### src/rtl/counter_cu_pkg.sv
// rtl/counter_cu_pkg.sv - shared state encodings and defaults for the counter control unit
package counter_cu_pkg;

   localparam int STATE_W           = 2;
   localparam int DB_CYCLES_DEFAULT = 100_000;

   typedef enum logic [STATE_W-1:0] {
      ST_STOP  = 2'd0,
      ST_RUN   = 2'd1,
      ST_CLEAR = 2'd2
   } cu_state_t;

endpackage

### src/rtl/btn_debounce.sv
// rtl/btn_debounce.sv - 2-flop synchronizer, stability-window debouncer and press pulse
module btn_debounce
   import counter_cu_pkg::*;
#(
   parameter int DB_CYCLES = DB_CYCLES_DEFAULT
) (
   input  logic clk,
   input  logic rst,
   input  logic btn_in,
   output logic level,
   output logic press
);

   localparam int CW = $clog2(DB_CYCLES);

   logic          sync1;
   logic          sync2;
   logic          level_d;
   logic [CW-1:0] cnt;

   always_ff @(posedge clk or negedge rst) begin
      if (!rst) begin
         sync1   <= 1'b0;
         sync2   <= 1'b0;
         level   <= 1'b0;
         level_d <= 1'b0;
         press   <= 1'b0;
         cnt     <= '0;
      end else begin
         sync1   <= btn_in;
         sync2   <= sync1;
         level_d <= level;
         // Registered edge detect puts the pulse one cycle after the level rises.
         press   <= level & ~level_d;
         if (sync2 == level) begin
            cnt <= '0;
         end else if (cnt == CW'(DB_CYCLES - 1)) begin
            level <= sync2;
            cnt   <= '0;
         end else begin
            cnt <= cnt + 1'b1;
         end
      end
   end

endmodule

### src/rtl/counter_control_unit.sv
// rtl/counter_control_unit.sv - run/stop/clear FSM and up/down mode driven by debounced buttons
// Optional MODE_LOCK_EN: mode pulses only honoured while stopped.
module counter_control_unit
   import counter_cu_pkg::*;
#(
   parameter int DB_CYCLES = DB_CYCLES_DEFAULT
) (
   input  logic               clk,
   input  logic               rst,
   input  logic               btn_run,
   input  logic               btn_clear,
   input  logic               btn_mode,
   output logic               enable,
   output logic               clear,
   output logic               mode,
   output logic [STATE_W-1:0] state
);

   cu_state_t  state_q;
   logic       run_press;
   logic       clear_press;
   logic       mode_press;
   logic [2:0] btn_level;
   logic       mode_ok;

   btn_debounce #(.DB_CYCLES(DB_CYCLES)) u_run (
      .clk    (clk),
      .rst    (rst),
      .btn_in (btn_run),
      .level  (btn_level[0]),
      .press  (run_press)
   );

   btn_debounce #(.DB_CYCLES(DB_CYCLES)) u_clear (
      .clk    (clk),
      .rst    (rst),
      .btn_in (btn_clear),
      .level  (btn_level[1]),
      .press  (clear_press)
   );

   btn_debounce #(.DB_CYCLES(DB_CYCLES)) u_mode (
      .clk    (clk),
      .rst    (rst),
      .btn_in (btn_mode),
      .level  (btn_level[2]),
      .press  (mode_press)
   );

`ifdef MODE_LOCK_EN
   assign mode_ok = (state_q == ST_STOP);
`else
   assign mode_ok = 1'b1;
`endif

   assign state = state_q;

   // enable/clear are loaded alongside the next state so they match it exactly.
   always_ff @(posedge clk or negedge rst) begin
      if (!rst) begin
         state_q <= ST_STOP;
         enable  <= 1'b0;
         clear   <= 1'b0;
         mode    <= 1'b0;
      end else begin
         case (state_q)
            ST_STOP: begin
               if (clear_press) begin
                  state_q <= ST_CLEAR;
                  enable  <= 1'b0;
                  clear   <= 1'b1;
               end else if (run_press) begin
                  state_q <= ST_RUN;
                  enable  <= 1'b1;
                  clear   <= 1'b0;
               end else begin
                  state_q <= ST_STOP;
                  enable  <= 1'b0;
                  clear   <= 1'b0;
               end
            end
            ST_RUN: begin
               clear <= 1'b0;
               if (run_press) begin
                  state_q <= ST_STOP;
                  enable  <= 1'b0;
               end else begin
                  state_q <= ST_RUN;
                  enable  <= 1'b1;
               end
            end
            ST_CLEAR: begin
               state_q <= ST_STOP;
               enable  <= 1'b0;
               clear   <= 1'b0;
            end
            default: begin
               state_q <= ST_STOP;
               enable  <= 1'b0;
               clear   <= 1'b0;
            end
         endcase
         if (mode_press && mode_ok) begin
            mode <= ~mode;
         end
      end
   end

endmodule

### config.mk
export PLATFORM = sky130hd
export DESIGN_NAME = counter_control_unit
export DESIGN_NICKNAME = d
export VERILOG_FILES = /design/src/rtl/counter_cu_pkg.sv /design/src/rtl/btn_debounce.sv /design/src/rtl/counter_control_unit.sv
export SDC_FILE = /design/constraint.sdc
export NUM_CORES = 1
export LEC_CHECK = 0
export CAP_MARGIN = 40
export CORE_ASPECT_RATIO = 0.7
export CORE_MARGIN = 2
export CORE_UTILIZATION = 53
export DETAILED_ROUTE_END_ITERATION = 8
export PLACE_DENSITY_LB_ADDON = 0.12
export SETUP_SLACK_MARGIN = 0.2
export SLEW_MARGIN = 20
export SYNTH_ARGS = -nofsm -noshare
export SYNTH_HDL_FRONTEND = slang
export SYNTH_SLANG_ARGS = --single-unit
### constraint.sdc
create_clock -name clk -period 2 [get_ports clk]
set_input_delay 0.3 -clock clk [delete_from_list [all_inputs] [get_ports clk]]
set_output_delay 0.3 -clock clk [all_outputs]
set_load 0.01 [all_outputs]
# Word-level counts from Yosys, hierarchy flattened
# Cells that the tools add are included.
dict set report word_totals {
  regBits 71
}
dict set report classes {
  n_addsub 3
  n_eq_ne 7
  n_mux 16
  bitwise_logic 10
  n_reduce_logical 4
}
# operator n
set op_table {}
lappend op_table {{two-way mux 17 bit} 6}
lappend op_table {{adder 17 x 1 -> 17 bit (second input constant)} 3}
lappend op_table {{equality test 17 bit (second input constant)} 3}
lappend op_table {{two-way mux 1 bit} 7}
lappend op_table {{NOT 1 bit} 7}
lappend op_table {{AND reduction 2 bit} 3}
lappend op_table {{one-hot mux 2 bit (2 select lines)} 1}
lappend op_table {{bitwise AND 1 bit} 3}
lappend op_table {{equality test 1 bit} 3}
lappend op_table {{equality test 2 x 1 -> 1 bit (second input constant)} 1}
lappend op_table {{logical NOT 2 bit} 1}
lappend op_table {{two-way mux 2 bit} 1}
lappend op_table {{one-hot mux 1 bit (2 select lines)} 1}

# Logic depth before layout (Yosys ltp)
dict set report logic_depth {
  word_depth 3
  mapped_depth 7
  depth_no_buf 5
}

# Cells and area by module
# From an unflattened synthesis, not the netlist that was laid out.
dict set report unflattened {
  cells_unflattened 292
  area_unflattened_um2 3254.4
}
# mod n_inst cells_per_inst area_each_um2
set by_module_without_submodules {}
lappend by_module_without_submodules {btn_debounce 3 94 1041.0}
lappend by_module_without_submodules {counter_control_unit 1 10 131.4}

# Worst setup path after synthesis
# No wires, ideal clock.
dict set report synth_timing {
  path_kind {register -> register}
  start {register u_run.cnt[13]}
  end {register u_run.level}
  setup_time_ns 0.125
  arrival_time_ns 1.736
  required_ns 1.875
  slack_ns 0.140
  stages_incl_launch_ff 5
  path_buffers 0
  cell_sequence {dfrtp_1 -> or4b_1 -> or3_4 -> nor2_1 -> mux2_2}
}
dict set report synth_between {
  elab_chain_len 2
}
# element line
set synth_rtl {}
lappend synth_rtl {{from (decl)} btn_debounce.sv:19} ;# logic [CW-1:0] cnt;
lappend synth_rtl {{from (signal assigned)} btn_debounce.sv:41} ;# cnt <= cnt + 1'b1;
lappend synth_rtl {{equality test 17 bit} btn_debounce.sv:37} ;# end else if (cnt == CW'(DB_CYCLES - 1)) begin
lappend synth_rtl {{AND reduction 2 bit (no line)} --}
lappend synth_rtl {{to (signal assigned)} btn_debounce.sv:38} ;# level <= sync2;
lappend synth_rtl {{to (decl)} btn_debounce.sv:10} ;# output logic level,
# No other way between the ends.
# A chain may end at the register's enable or synchronous reset.

# Worst setup path in the final report
dict set report layout_timing {
  start {register u_run.cnt[11]}
  end {register u_run.level}
}
# The elaborated chain is that of the path after synthesis.

==> impl_results.md <==
- Setup violations, final: 0
- DR iter-0 viols: 131
- Fin nets: 325
- Met2 usage: between 20 and 30%
- H-tree levels: 3
- Synth Net Count: 297
- P per Cell Area: between 700 and 800 nW/um^2
- Dpl hpwl: between 3000 and 4000 microns
- GRT Total Usage: 19.49%
- Syn avg cell area: about 11 sq um
- Maximum VDD drop: 618.7 uV
- Die Wd: between 90 and 100 microns
- Primary FF master, synth: dfrtp_1
- Initial Util: 54.69%
- Critical setup path kind: reg2reg
- Clock Tree Root: clkbuf_8
- Antenna-violating nets left: 0
- Yosys reg bits: 70
- Relative slew slack: ~76%
- Grt met1 use: 27.75%
- Slowest CP cell: or4_1
- TritonCTS buffer count: 9
- Worst slew pin tran: 0.3530 ns
- GPL Wtd Cong: 0.9136
- P_leak: 1.562 nW
- Clk slew on worst S/H paths: approximately 0.070 ns
- Fmax: 0.5511 GHz
- Layout cell share with drive strength beyond 1: a little over an eighth
- Via-to-Cell Ratio: 5.414
- Gate Count Post-Synth: 289
- Cell variety after synth: 34
- Most frequent cells after synthesis: dfrtp_1, nor2_1, xor2_1
- Global-route track usage on met3: approximately 6.9%
- Final WL: 5582 microns
- Crit-path max FO: 2
- Worst hold path type: reg2reg
- Overflow after GRT: 0
- DR DRC count: 0
- Hold slack: 0.3522 ns
- CP Data Required Time: between 2 and 2.5 ns
- CTS max path bufs: 2
- Crit-path cells: or4_1 > or3_4 > nor2_4 > mux2_4
- Setup TNS Final: 0 ns
- Slew Viols, Final: 0
- Initial antenna violation count: 0
- Cell taking the most area after synthesis: dfrtp_1
- Syn. warnings: 0
- Core ar.: about 5700 sq um
- Cell with the most instances after synthesis: dfrtp_1
- Minimum clock period: 1.815 ns
- Fill cells: 439
- Final Skew: 0.01055 ns
- Unrepaired setup endpoints after global routing: yes
- Top cells by area, synth: dfrtp_1, xor2_1, xnor2_1, nor2_1, nand4_1
- RR Startpoint: u_run.cnt[11]
- Fraction of registers with async set/reset: 100.0%
- Area Growth Syn to Fin: 17.26%
- Crit. End Element: register
- Final hold vios: 0
- Arr. time, crit path: about 2.0 ns
- Clk sinks: 70
- Vias in the first global route: 1,997
- Die Y: approximately 68 microns
- Final period util: 90.73%
- Startpoint Class: register
- Io pins: 10
- Post-Syn Area: 3132 sq um
- Busiest layer in global routing: met1
- First-pass GRT wire length: about 9400 microns
- Hold Crit Start: u_clear.sync1
- EDFF count, synth: 0
- Clk_lat worst skew: 0.34 ns
- Post-synth top area share: 55.93%
- Crit path from: u_run.cnt[11]
- Total number of vias: between 2,000 and 2,500
- Routed wire length per instance: 14.10 microns
- Die area: 6550 sq um
- Delay of the slowest critical-path stage: 0.51 ns
- First-pass iteration count of the detailed router: 4
- Status: complete, no violations
- Largest net degree at the start of global routing: 71
- Port Buffers: 9
- FP Rows: 23
- CTS tree: built
- Register area share after synthesis: a little under three fifths
- MaxCap Viol Count: 0
- # diodes: 0
-- metal layers --
layer	vias to the layer above	routed length, microns
met5	-	0
met2	29	2416
met3	4	159
met4	0	32
li1	1074	-
met1	1037	2973
-- state kept, by name, indices dropped and copies added (netlist names), 2 cells and up --
signal,count
u_run.cnt,17
u_mode.cnt,17
state,2
u_clear.cnt,17
-- what timing repair did --
item / CTS / global route
endpoints found under the setup margin: 18 / 32
buffers inserted: 3 / 0
pin swaps: 2 / 1
hold buffers: 1 / 0
resized for setup: 1 / 6
hold endpoints to repair: 70 / 0
-- layout by cell type, fill, tap and decap left out, types with 2 or more instances in the layout --
master,count
clkdlybuf4s50_1,8
xnor2_1,20
buf_12,2
dfrtp_1,69
bufinv_16,3
or3_1,4
o31ai_1,2
and2_1,4
nor3b_1,2
nand2_1,16
and4_1,5
nor3_1,4
nor4b_1,4
ha_1,2
mux2_2,2
nor2b_1,3
and4_4,2
nand4_1,17
o21ai_0,3
or4_1,3
clkbuf_8,9
inv_1,4
nor2_1,43
nor4_1,6
xor2_1,23
nand3_1,18
buf_4,12
a21oi_1,7
and3_1,4
nor4bb_1,4
-- critical path: cells and delay by family, from the launching register on --
kind / cells / cell delay, ns
AND/OR/NAND/NOR: 3 / 1.03
flip-flops: 1 / 0.37
multiplexers: 1 / 0.29
-- path summary, 6_finish.rpt --
kind	endpoint	slack (ns)	depth (start not counted)
worst max-delay path	u_run.level	0.19	4
worst min-delay path	u_clear.sync2	0.35	0
worst max register to register	u_run.level	0.19	4
worst min register to register	u_clear.sync2	0.35	0
min in group asynchronous	u_mode.cnt[14]	0.51	3
max in group asynchronous	u_run.cnt[0]	1.18	3
-- per-stage QoR --
stage	power (W)	cell area [sq um]	utilization [%]	worst slack (ns)	std cells
final	0.002883	3672	64.13	0.1853	396
after global routing	0.003016	3672	64.13	0.1446	396
after CTS	0.002929	3660	63.91	0.1647	396
after detailed placement	0.001580	3391	59.21	0.1043	377
after global placement	0.001578	3391	59.21	0.1225	377
after floorplan	0.001519	3143	-	0.1521	289
-- final cells by class --
| cell class | count | area [sq um] | share of cell area [%] |
|---|---|---|---|
| flip-flops and latches | 70 | 1753 | 47.73 |
| multi-input cells | 208 | 1350 | 36.76 |
| repair buffers | 24 | 225.2 | 6.133 |
| clock buffers | 9 | 123.9 | 3.373 |
| clock inverters | 6 | 111.4 | 3.032 |
| well taps | 75 | 93.84 | 2.555 |
| inverters | 4 | 15.01 | 0.4089 |
-- kinds of logic after synthesis --
group,count (synthesis),synth area share (%)
AOI/OAI and AO/OA,14,2.876
and+or+nand+nor,145,25.17
muxes,3,1.079
buffers and inverters,11,1.718
adders and majority gates,3,1.199
DFF,70,55.93
xor gates and xnor gates,43,12.03
-- report_power, final --
part | total, W | switching (W) | internal, W | leakage [nW]
combinational | 0.0000970 | 0.0000609 | 0.0000361 | 0.491
clock | 0.00133 | 0.000509 | 0.000821 | 0.115
sequential | 0.00146 | 0.0000201 | 0.00144 | 0.956
total | 0.00288 | 0.000590 | 0.00229 | 1.56
(Power assumes the default switching activity.)
